[src/rtl/inst_loader.sv]
// Host-stream instruction loader: parses a length header, then packs (lo, hi) word pairs
// into instructions and strobes them into instruction memory at sequential addresses.
module inst_loader #(
  parameter int unsigned INST_WIDTH = 64,
  parameter int unsigned WORD_WIDTH = 32,
  parameter int unsigned INST_DEPTH = 16,
  parameter int unsigned ADDR_W     = 4
) (
  input  logic                  clk,
  input  logic                  rst,
  input  logic                  clear,
  input  logic                  in_valid,
  output logic                  in_ready,
  input  logic [WORD_WIDTH-1:0] in_data,
  output logic                  inst_valid,
  output logic [INST_WIDTH-1:0] inst_out,
  output logic [ADDR_W-1:0]     inst_addr,
  output logic                  busy,
  output logic                  load_done,
  output logic                  load_err
);

  // One extra bit so a full-depth length (INST_DEPTH itself) is representable.
  localparam int unsigned LenW = ADDR_W + 1;

  localparam logic [2:0] StIdle = 3'd0;
  localparam logic [2:0] StLo   = 3'd1;
  localparam logic [2:0] StHi   = 3'd2;
  localparam logic [2:0] StDone = 3'd3;
  localparam logic [2:0] StErr  = 3'd4;

  logic [2:0]            state_q, state_d;
  logic [ADDR_W-1:0]     count_q, count_d;
  logic [LenW-1:0]       length_q, length_d;
  logic [WORD_WIDTH-1:0] lo_q, lo_d;
  logic [INST_WIDTH-1:0] inst_out_q, inst_out_d;
  logic [ADDR_W-1:0]     inst_addr_q, inst_addr_d;
  logic                  inst_valid_q, inst_valid_d;

  logic        beat;
  logic [15:0] header;
  logic        header_bad;
  logic        last_pair;

  assign in_ready   = (state_q == StIdle) || (state_q == StLo) || (state_q == StHi);
  assign busy       = (state_q == StLo) || (state_q == StHi);
  assign load_done  = (state_q == StDone);
  assign load_err   = (state_q == StErr);
  assign inst_valid = inst_valid_q;
  assign inst_out   = inst_out_q;
  assign inst_addr  = inst_addr_q;

  assign beat       = in_valid && in_ready;
  assign header     = in_data[15:0];
  assign header_bad = (header == 16'd0) || (header > 16'(INST_DEPTH));
  assign last_pair  = ({1'b0, count_q} == (length_q - LenW'(1)));

  always_comb begin
    state_d      = state_q;
    count_d      = count_q;
    length_d     = length_q;
    lo_d         = lo_q;
    inst_out_d   = inst_out_q;
    inst_addr_d  = inst_addr_q;
    inst_valid_d = 1'b0;

    if (clear) begin
      // Abandons any partial program; last written instruction/address stay visible.
      state_d = StIdle;
      count_d = '0;
      lo_d    = '0;
    end else if (beat) begin
      case (state_q)
        StIdle: begin
          if (header_bad) begin
            state_d = StErr;
          end else begin
            length_d = header[LenW-1:0];
            count_d  = '0;
            state_d  = StLo;
          end
        end
        StLo: begin
          lo_d    = in_data;
          state_d = StHi;
        end
        StHi: begin
          inst_out_d   = {in_data, lo_q};
          inst_addr_d  = count_q;
          inst_valid_d = 1'b1;
          if (last_pair) begin
            state_d = StDone;
          end else begin
            count_d = count_q + ADDR_W'(1);
            state_d = StLo;
          end
        end
        default: ;
      endcase
    end
  end

  always_ff @(posedge clk or negedge rst) begin
    if (!rst) begin
      state_q      <= StIdle;
      count_q      <= '0;
      length_q     <= '0;
      lo_q         <= '0;
      inst_out_q   <= '0;
      inst_addr_q  <= '0;
      inst_valid_q <= 1'b0;
    end else begin
      state_q      <= state_d;
      count_q      <= count_d;
      length_q     <= length_d;
      lo_q         <= lo_d;
      inst_out_q   <= inst_out_d;
      inst_addr_q  <= inst_addr_d;
      inst_valid_q <= inst_valid_d;
    end
  end

endmodule

[config.mk]
export PLATFORM = sky130hd
export DESIGN_NAME = inst_loader
export DESIGN_NICKNAME = d
export VERILOG_FILES = /design/src/rtl/inst_loader.sv
export SDC_FILE = /design/constraint.sdc
export NUM_CORES = 1
export LEC_CHECK = 0
export BUFFER_PORTS_ARGS = -buffer_cell sky130_fd_sc_hd__buf_4
export CAP_MARGIN = 20
export CORE_MARGIN = 2
export CORE_UTILIZATION = 57
export CTS_CLUSTER_DIAMETER = 200
export DETAILED_ROUTE_END_ITERATION = 16
export PLACE_DENSITY = 0.84
export SLEW_MARGIN = 10
export SYNTH_ARGS = -nofsm -noshare
export SYNTH_HDL_FRONTEND = slang
export SYNTH_SLANG_ARGS = --single-unit
[constraint.sdc]
create_clock -name clk -period 2.9 [get_ports clk]
set_input_delay 0.58 -clock clk [delete_from_list [all_inputs] [get_ports clk]]
set_output_delay 0.58 -clock clk [all_outputs]
set_load 0.005 [all_outputs]
==> impl_summary.md, run 1 <==
STA
The relative slew slack is 63.0%. The max-slew violation total from the final report is 0. Setup repair after global routing left no endpoint under its margin. The count of endpoints failing hold in the final timing report is 0. The smallest clock period supported by the final layout is computed as 2310 ps. Setup violations remaining at the end of the flow were counted as 0. For this run, the top clock speed supported by timing is 0.434 GHz. The final critical path takes up 79.5% of the cycle.

The final-layout setup total negative slack is 0 ps. Setup slack closes at 594 ps. The largest clock skew in the final design is 9.01 ps. The actual slew at the worst max-slew pin is 555 ps.

Setup path
The kind of critical path is reg2reg. For the worst setup path, the data arrival time is 2740 ps. The startpoint identified for the worst register-to-register timing path is state_q[0]$_DFFE_PN0P_.

Along the worst path, the maximum fanout reaches 39. The worst endpoint required time is 3330 ps. The number of cells traversed by the worst register-to-register path is 7. The nature of the critical path startpoint is a register. The setup check on the worst reg-to-reg path leaves a slack of 590 ps. The worst reg2reg path endpoint is inst_out[5]$_DFFE_PN0P_.

The kind of capture point of the worst setup path is a register.

Clock tree
The clock network latency to the later pin of the worst-skew pair is 510 ps. The depth of the CTS H-tree is 4. The number of buffers inserted by post-CTS setup repair is 0.

TritonCTS built the clock tree. The clock root buffer is clkbuf_8. The quantity of gates resized following cts is 0.

After clock tree synthesis, the clock-pin slew on the worst setup and hold paths is 60 ps. TritonCTS created 17 clock buffers. The clock drives 113 sinks. The worst-case clock buffer depth is 2.

Route
In the final routed layout, each cell accounts on average for 16.2 um. After detailed routing, the number of vias per cell comes to 5.43. Summed over all layers, the routed wires come to 12,000 um. The detailed router placed 4,004 vias in this run. The first detailed-routing pass took 5 iterations. The number of remaining DRC errors is 0. The number of DRC violations after detailed-routing iteration 0 is 245. Once detail routing completed, the nets flagged for antenna violations numbered 0.

Synthesis
For this run, the number of Yosys warnings is 0. By area the synthesized netlist is led by dfrtp_1 61%, nand2_1 22%, a21oi_1 4.1%. Yosys mapped the design onto 39 distinct sky130hd cell types.

The post-synthesis average cell area is 9.08 sq um. Counting every net in the synthesized netlist gives 549. Summed over its instances, the top area cell type makes up 60.9% of the synthesized netlist area. The cell type contributing the most total cell area after synthesis is dfrtp_1.

After synthesis the netlist holds a flip-flop and latch count of 113. The synthesized netlist cell count is 511. In the synthesized netlist the dominant register cell turns out to be dfrtp_1.

The number of enable flip-flop cells after synthesis is 0. In this run the cell area of the synthesized design comes to 0.00464 sq mm. The part of the Yosys area used for sequential elements is 60.9%.

For this run, asynchronously set or reset flops after synthesis account for 100%.

Placed design
The port buffer count is 108. The global placement routability congestion is 0.835. The wire-length estimate of the detail-placed layout is 7320 um. The minimum setup slack after placement is 307 ps.

Power
Summed over all cells, the static leakage comes to 3.31 nW. VDD sags by at most 0.000499 V. The total power divided by cell area is 636 mW/mm^2.

Global route
The number of antenna violations at the first check in global routing came to 0. The first global-routing pass estimated 19,200 um of wire. In the global route stage, overall resource usage came out at 28.5%.

The largest net degree at the start of global routing is 56. The total congestion overflow is 0. The via count of the first global-routing pass was 4,039.

Finish
In the layout the commonest cells are 273 x nand2_1, 117 x buf_4, 113 x dfrtp_1, 38 x a21oi_1, 16 x clkbuf_16. At the end of the flow the core is filled with cells to 78.7%. The layout filler cell count is 502.

The area growth from synthesis to layout is 32.4%. The final layout contains 660 nets. The number of antenna diodes in the final layout is 0. The fraction of final layout cells with drive strength greater than 1 is 25.7%. The most common cell after layout, fill and taps aside is nand2_1.

Hold path
The hold path startpoint is in_data[22]. The type of the worst min-delay path is in2reg. The destination of the worst hold path is inst_out[54]$_DFFE_PN0P_. The worst hold path passes through 3 cells.

Floorplanning
Measured along the x axis, the die boundary spans 94.2 um. The height of the die is 94.2 um. The die footprint is 0.00888 sq mm. The floorplan has 32 rows. The initial core utilization is 59.4%. In this run the standard cell core region covers 0.00781 sq mm.

The top-level I/O count is 109.

Run
The tool flagged a number of max-cap violations equal to 0.

Status
The run finished with clean final reports.
-- synth_stat cells (2+ instances only) --
master and instances:
nor2_1 8, nand3_1 2, mux2_4 5, clkbuf_1 24, xor2_1 3, nand3b_1 3, dfrtp_1 113, inv_1 2
and2_1 3, xnor2_1 2, buf_2 2, o21ai_0 3, nand2_1 273, or3_1 3, a31oi_1 2, ha_1 2
nor3b_1 2, a21oi_1 38
-- flip-flops by register name (all words and copies together) (netlist names) --
signal,flops
inst_addr,4
count_q,4
lo_q,32
inst_out,64
state_q,3
length_q,5
inst_valid,1
-- final cells by class --
cell class | count | area [sq um] | share of cell area, %
clock buffers | 20 | 435 | 7.09
repair buffers | 119 | 908 | 14.8
clock inverters | 12 | 140 | 2.28
inverters | 3 | 11.3 | 0.183
multi-input cells | 368 | 1690 | 27.6
well taps | 102 | 128 | 2.08
flip-flops and latches | 113 | 2830 | 46.0
-- kinds of logic after synthesis --
family	synth area share, %
compound gates	6.36
xor+xnor	0.944
fa+ha+maj	0.539
buf+inv	2.64
flops	60.9
mux	1.62
simple gates	26.9
-- worst max-delay path by stage --
| stage | from | end | depth (start not counted) |
|---|---|---|---|
| floorplan | in_data[5] | length_q[0]$_DFFE_PN0P_ | 6 |
| global placement | in_data[5] | length_q[0]$_DFFE_PN0P_ | 6 |
| detailed placement | in_data[5] | length_q[2]$_DFFE_PN0P_ | 6 |
| CTS | state_q[1]$_DFFE_PN0P_ | inst_out[5]$_DFFE_PN0P_ | 7 |
| global route | state_q[1]$_DFFE_PN0P_ | inst_out[5]$_DFFE_PN0P_ | 7 |
| finish | state_q[0]$_DFFE_PN0P_ | inst_out[5]$_DFFE_PN0P_ | 7 |
-- what timing repair did --
action                                 CTS  global route
setup endpoints to repair                0             0
endpoints found under the hold margin   26             0
hold buffers                             1             0
-- critical path: stages, from the launching register on --
cell and delay [ps]:
dfrtp_1 520, nor3b_1 550, nand3b_1 180, buf_4 240, inv_2 70, buf_4 370, nand2_1 160, nand2_1 130
-- power by group --
part	switching, mW	total [mW]	internal (mW)
Clock	0.708	2.03	1.32
Sequential	0.0297	1.65	1.62
Combinational	0.127	0.232	0.105
-- metal layers --
layer / routed length [um] / up-vias / GRT usage [%]
met5: 0 / - / 0
met4: 244 / 0 / 14.0
met3: 819 / 28 / 6.82
met2: 6180 / 194 / 47.9
met1: 4710 / 1941 / 34.6
li1: - / 1841 / -
-- metrics by stage --
stage / hold slack (ps) / instances / area (sq um) / total power, mW
detailed placement: 453 / 704 / 5560 / 1.90
CTS: 256 / 737 / 6140 / 3.92
floorplan: 284 / 511 / 4640 / 1.74
global placement: 445 / 704 / 5560 / 1.89
global route: 272 / 737 / 6140 / 4.03
finish: 272 / 737 / 6140 / 3.91
Power figures use the tool's default switching activity.
==> run 2, diff against run 1 <==
--- a/config.mk
+++ b/config.mk
@@ -8,10 +8,10 @@
 export BUFFER_PORTS_ARGS = -buffer_cell sky130_fd_sc_hd__buf_4
 export CAP_MARGIN = 20
 export CORE_MARGIN = 2
-export CORE_UTILIZATION = 57
+export CORE_UTILIZATION = 53
 export CTS_CLUSTER_DIAMETER = 200
 export DETAILED_ROUTE_END_ITERATION = 16
-export PLACE_DENSITY = 0.84
+export PLACE_DENSITY = 0.79
 export SLEW_MARGIN = 10
 export SYNTH_ARGS = -nofsm -noshare
 export SYNTH_HDL_FRONTEND = slang
==> constraint.sdc (replaced) <==
create_clock -name clk -period 2.3 [get_ports clk]
set_input_delay 0.46 -clock clk [delete_from_list [all_inputs] [get_ports clk]]
set_output_delay 0.46 -clock clk [all_outputs]
set_load 0.005 [all_outputs]
==> run 2 against run 1 <==
Fmax grew 6.6%. Critical endpoint is now count_q[0]$_DFFE_PN0P_. Combinational power grew 28%. Sequential power grew 26%. Global-route usage shrank 2.9 points.
==> impl_summary.md, run 2 (synthesized netlist as in run 1, its figures left out) <==
Placed design
The minimum setup slack after placement is -168 ps (-474 ps). The port buffer count is 108 (unchanged). The global placement routability congestion came to 0.861 (+3.1%). The post-DP HPWL is 7390 um (+1.0%).

Finish
In the layout the commonest cells are 273 x nand2_1, 120 x buf_4, 113 x dfrtp_1, 38 x a21oi_1, 16 x clkbuf_16. Leaving out fill and tap cells, the most frequent cell in the layout is nand2_1. The core occupancy in the finished layout is 72.5% (-6.2 points). The fraction of final layout cells with drive strength greater than 1 is 25.9% (+0.27 points). The area used by sequential logic in the layout is 0.00283 sq mm (unchanged). The total area of multi-input combinational cells is 0.00169 sq mm (unchanged). The layout filler cell count is 629 (+25%). The area growth from synthesis to layout is 34.3%. The flip-flop count of the largest register after layout came to 64 (unchanged). The number of nets in the layout came to 665 (+0.76%). The antenna diode count came to 0 (unchanged).

Clock tree
The clock input transition at the sequential cells of the worst setup and hold paths is 60 ps (about the same). The worst-case clock buffer depth was 2 (unchanged). The depth of the CTS H-tree is 4 (unchanged). The quantity of gates resized following cts is 0 (unchanged). The clock network latency to the later pin of the worst-skew pair is 510 ps (about the same). The total clock buffers created by CTS came to 17 (unchanged). The clock root buffer is clkbuf_8. The clock sink total came to 113 (unchanged). The clock tree from TritonCTS is done.

Route
The wire length per cell was 15.4 um (-4.8%). The final antenna-violating net count came to 0 (unchanged). The total number of vias was 3,970 (-0.85%). The final wirelength is 11,500 um (-3.4%).

The number of remaining DRC errors came to 0 (unchanged). The number of detailed-route iterations in the first pass is 4 (-1). The number of vias per cell after detailed routing is 5.31 (-2.3%). The number of DRC violations after detailed-routing iteration 0 is 120 (-51%).

Global route
The met2 layer usage reported by global route was 41.8% (-6.1 points). The global routing met3 resource utilization is 6.33% (-0.49 points). The total congestion overflow is 0 (unchanged).

The global routing usage on met1 is 33.3% (-1.2 points). The number of antenna violations at the first check in global routing is 0 (unchanged). The largest net degree at the start of global routing came to 44 (-21%).

The via count of the first global-routing pass is 4,135 (+2.4%). The global-route wire length before repair was 19,500 um (+1.3%). The total global-route track usage is 25.6% (-2.9 points).

The layer with the highest usage is met2.

STA
The largest clock skew in the final design is 9.15 ps (+0.138 ps). The count of final setup violators is 0 (unchanged). The max-slew violation total from the final report is 0 (unchanged). The post-layout worst setup margin is 138 ps (-457 ps).

Setup repair after global routing left no endpoint under its margin. The actual slew at the worst max-slew pin is 544 ps (-10.4 ps). The relative slew slack came to 63.7% (+0.69 points). The peak clock frequency supported by timing is 0.462 GHz (+6.6%). The final-layout setup total negative slack was 0 ps (unchanged). The count of endpoints failing hold in the final timing report is 0 (unchanged). The final worst-path cycle share came to 94.0% (+15 points). The worst hold margin was 149 ps (-123 ps).

The final critical-path required period is 2160 ps (-143 ps).

Setup path
The launch point of the critical path is length_q[0]$_DFFE_PN0P_. The kind of critical path is reg2reg. The slack of the worst reg-to-reg path is 140 ps (-460 ps). STA classifies the critical path startpoint as a register.

The number of cells traversed by the worst register-to-register path is 9 (+2). The arrival time at the worst endpoint is 2590 ps (-150 ps). The highest fanout seen on the critical path is 6 (-85%).

The worst setup path is captured at a register. The worst reg2reg path endpoint is count_q[0]$_DFFE_PN0P_. The worst register-to-register path begins at length_q[0]$_DFFE_PN0P_. The worst endpoint required time came to 2720 ps (-610 ps).

Status
The run finished with clean final reports.

Run
The count of max-cap constraint violations is 0 (unchanged).

Hold path
The type of the worst min-delay path is in2reg. The cell count of the worst hold path is 3 (unchanged). The worst hold path terminates at inst_out[61]$_DFFE_PN0P_. The hold path startpoint is in_data[29].

Power
The logic gate share of total power was 5.9% (about the same). The power spent charging and discharging nets came to 1.07 mW (+24%). The clock share of power came to 52.5% (+0.6 points). The internal power came to 3.93 mW (+29%). The maximum vdd drop came to 0.000534 V (+7.1%).

The total leakage power is 3.34 nW (+1.1%). The switching portion of total power is 21.5% (-0.65 points). The register share of total power came to 41.5% (-0.7 points). The total power divided by cell area came to 804 mW/mm^2 (+26%).

Floorplanning
The die footprint is 0.00952 sq mm (+7.2%). The top-level I/O count is 109 (unchanged). The number of rows created at floorplan is 34 (+6.3%).

The chip width is 97.6 um (+3.5%). The initial core utilization is 54.0% (-5.4 points). The height of the die is 97.6 um (+3.5%). The core outline area is 0.00859 sq mm (+10%).
-- run 2: metal layers --
layer	share of wire, %	vias up
met5	0	-
met4	0.87	0
met3	6.4	10
met2	51	159
met1	42	1957
li1	-	1844
-- run 2: what timing repair did --
item                                    in CTS  in global routing
hold buffers                                 1                  0
endpoints found under the setup margin       0                  0
endpoints found under the hold margin       38                  0
setup buffers                                0                  0
-- run 2: layout make-up --
class	count	area share, %
sequential	113	45.4
tap	108	2.17
clock inverter	11	2.59
inverter	3	0.181
multi-input combinational	368	27.2
timing repair buffer	124	15.6
clock buffer	21	6.89
-- run 2: worst max-delay path by stage --
stage | cells after the start | endpoint
floorplan | 6 | length_q[0]$_DFFE_PN0P_
global placement | 6 | length_q[0]$_DFFE_PN0P_
detailed placement | 6 | length_q[1]$_DFFE_PN0P_
CTS | 9 | count_q[0]$_DFFE_PN0P_
global route | 9 | count_q[0]$_DFFE_PN0P_
finish | 9 | count_q[0]$_DFFE_PN0P_
-- run 2: metrics by stage --
stage	instances	total power, mW	cell area, sq um
after floorplan	511	2.20	4640
after global placement	715	2.40	5630
after detailed placement	715	2.41	5630
after CTS	748	5.04	6230
after global routing	748	5.19	6230
final	748	5.01	6230
-- run 2: worst max-delay path, stage by stage, from the launching register on --
cell      delay, ps
dfrtp_1         410
inv_1            60
ha_1            200
and2_1          170
a211oi_1        270
o31a_1          250
o211ai_4        110
buf_4           160
or3_1           310
a21oi_1         140
-- run 2: power by group through the flow --
stage          sequential [mW]  clock, mW  combinational [mW]
2_1_floorplan             2.10          0              0.0931
3_3_place_gp              2.11          0               0.290
3_5_place_dp              2.11          0               0.300
4_1_cts                   2.08       2.66               0.303
5_1_grt                   2.08       2.77               0.331
6_report                  2.08       2.63               0.298
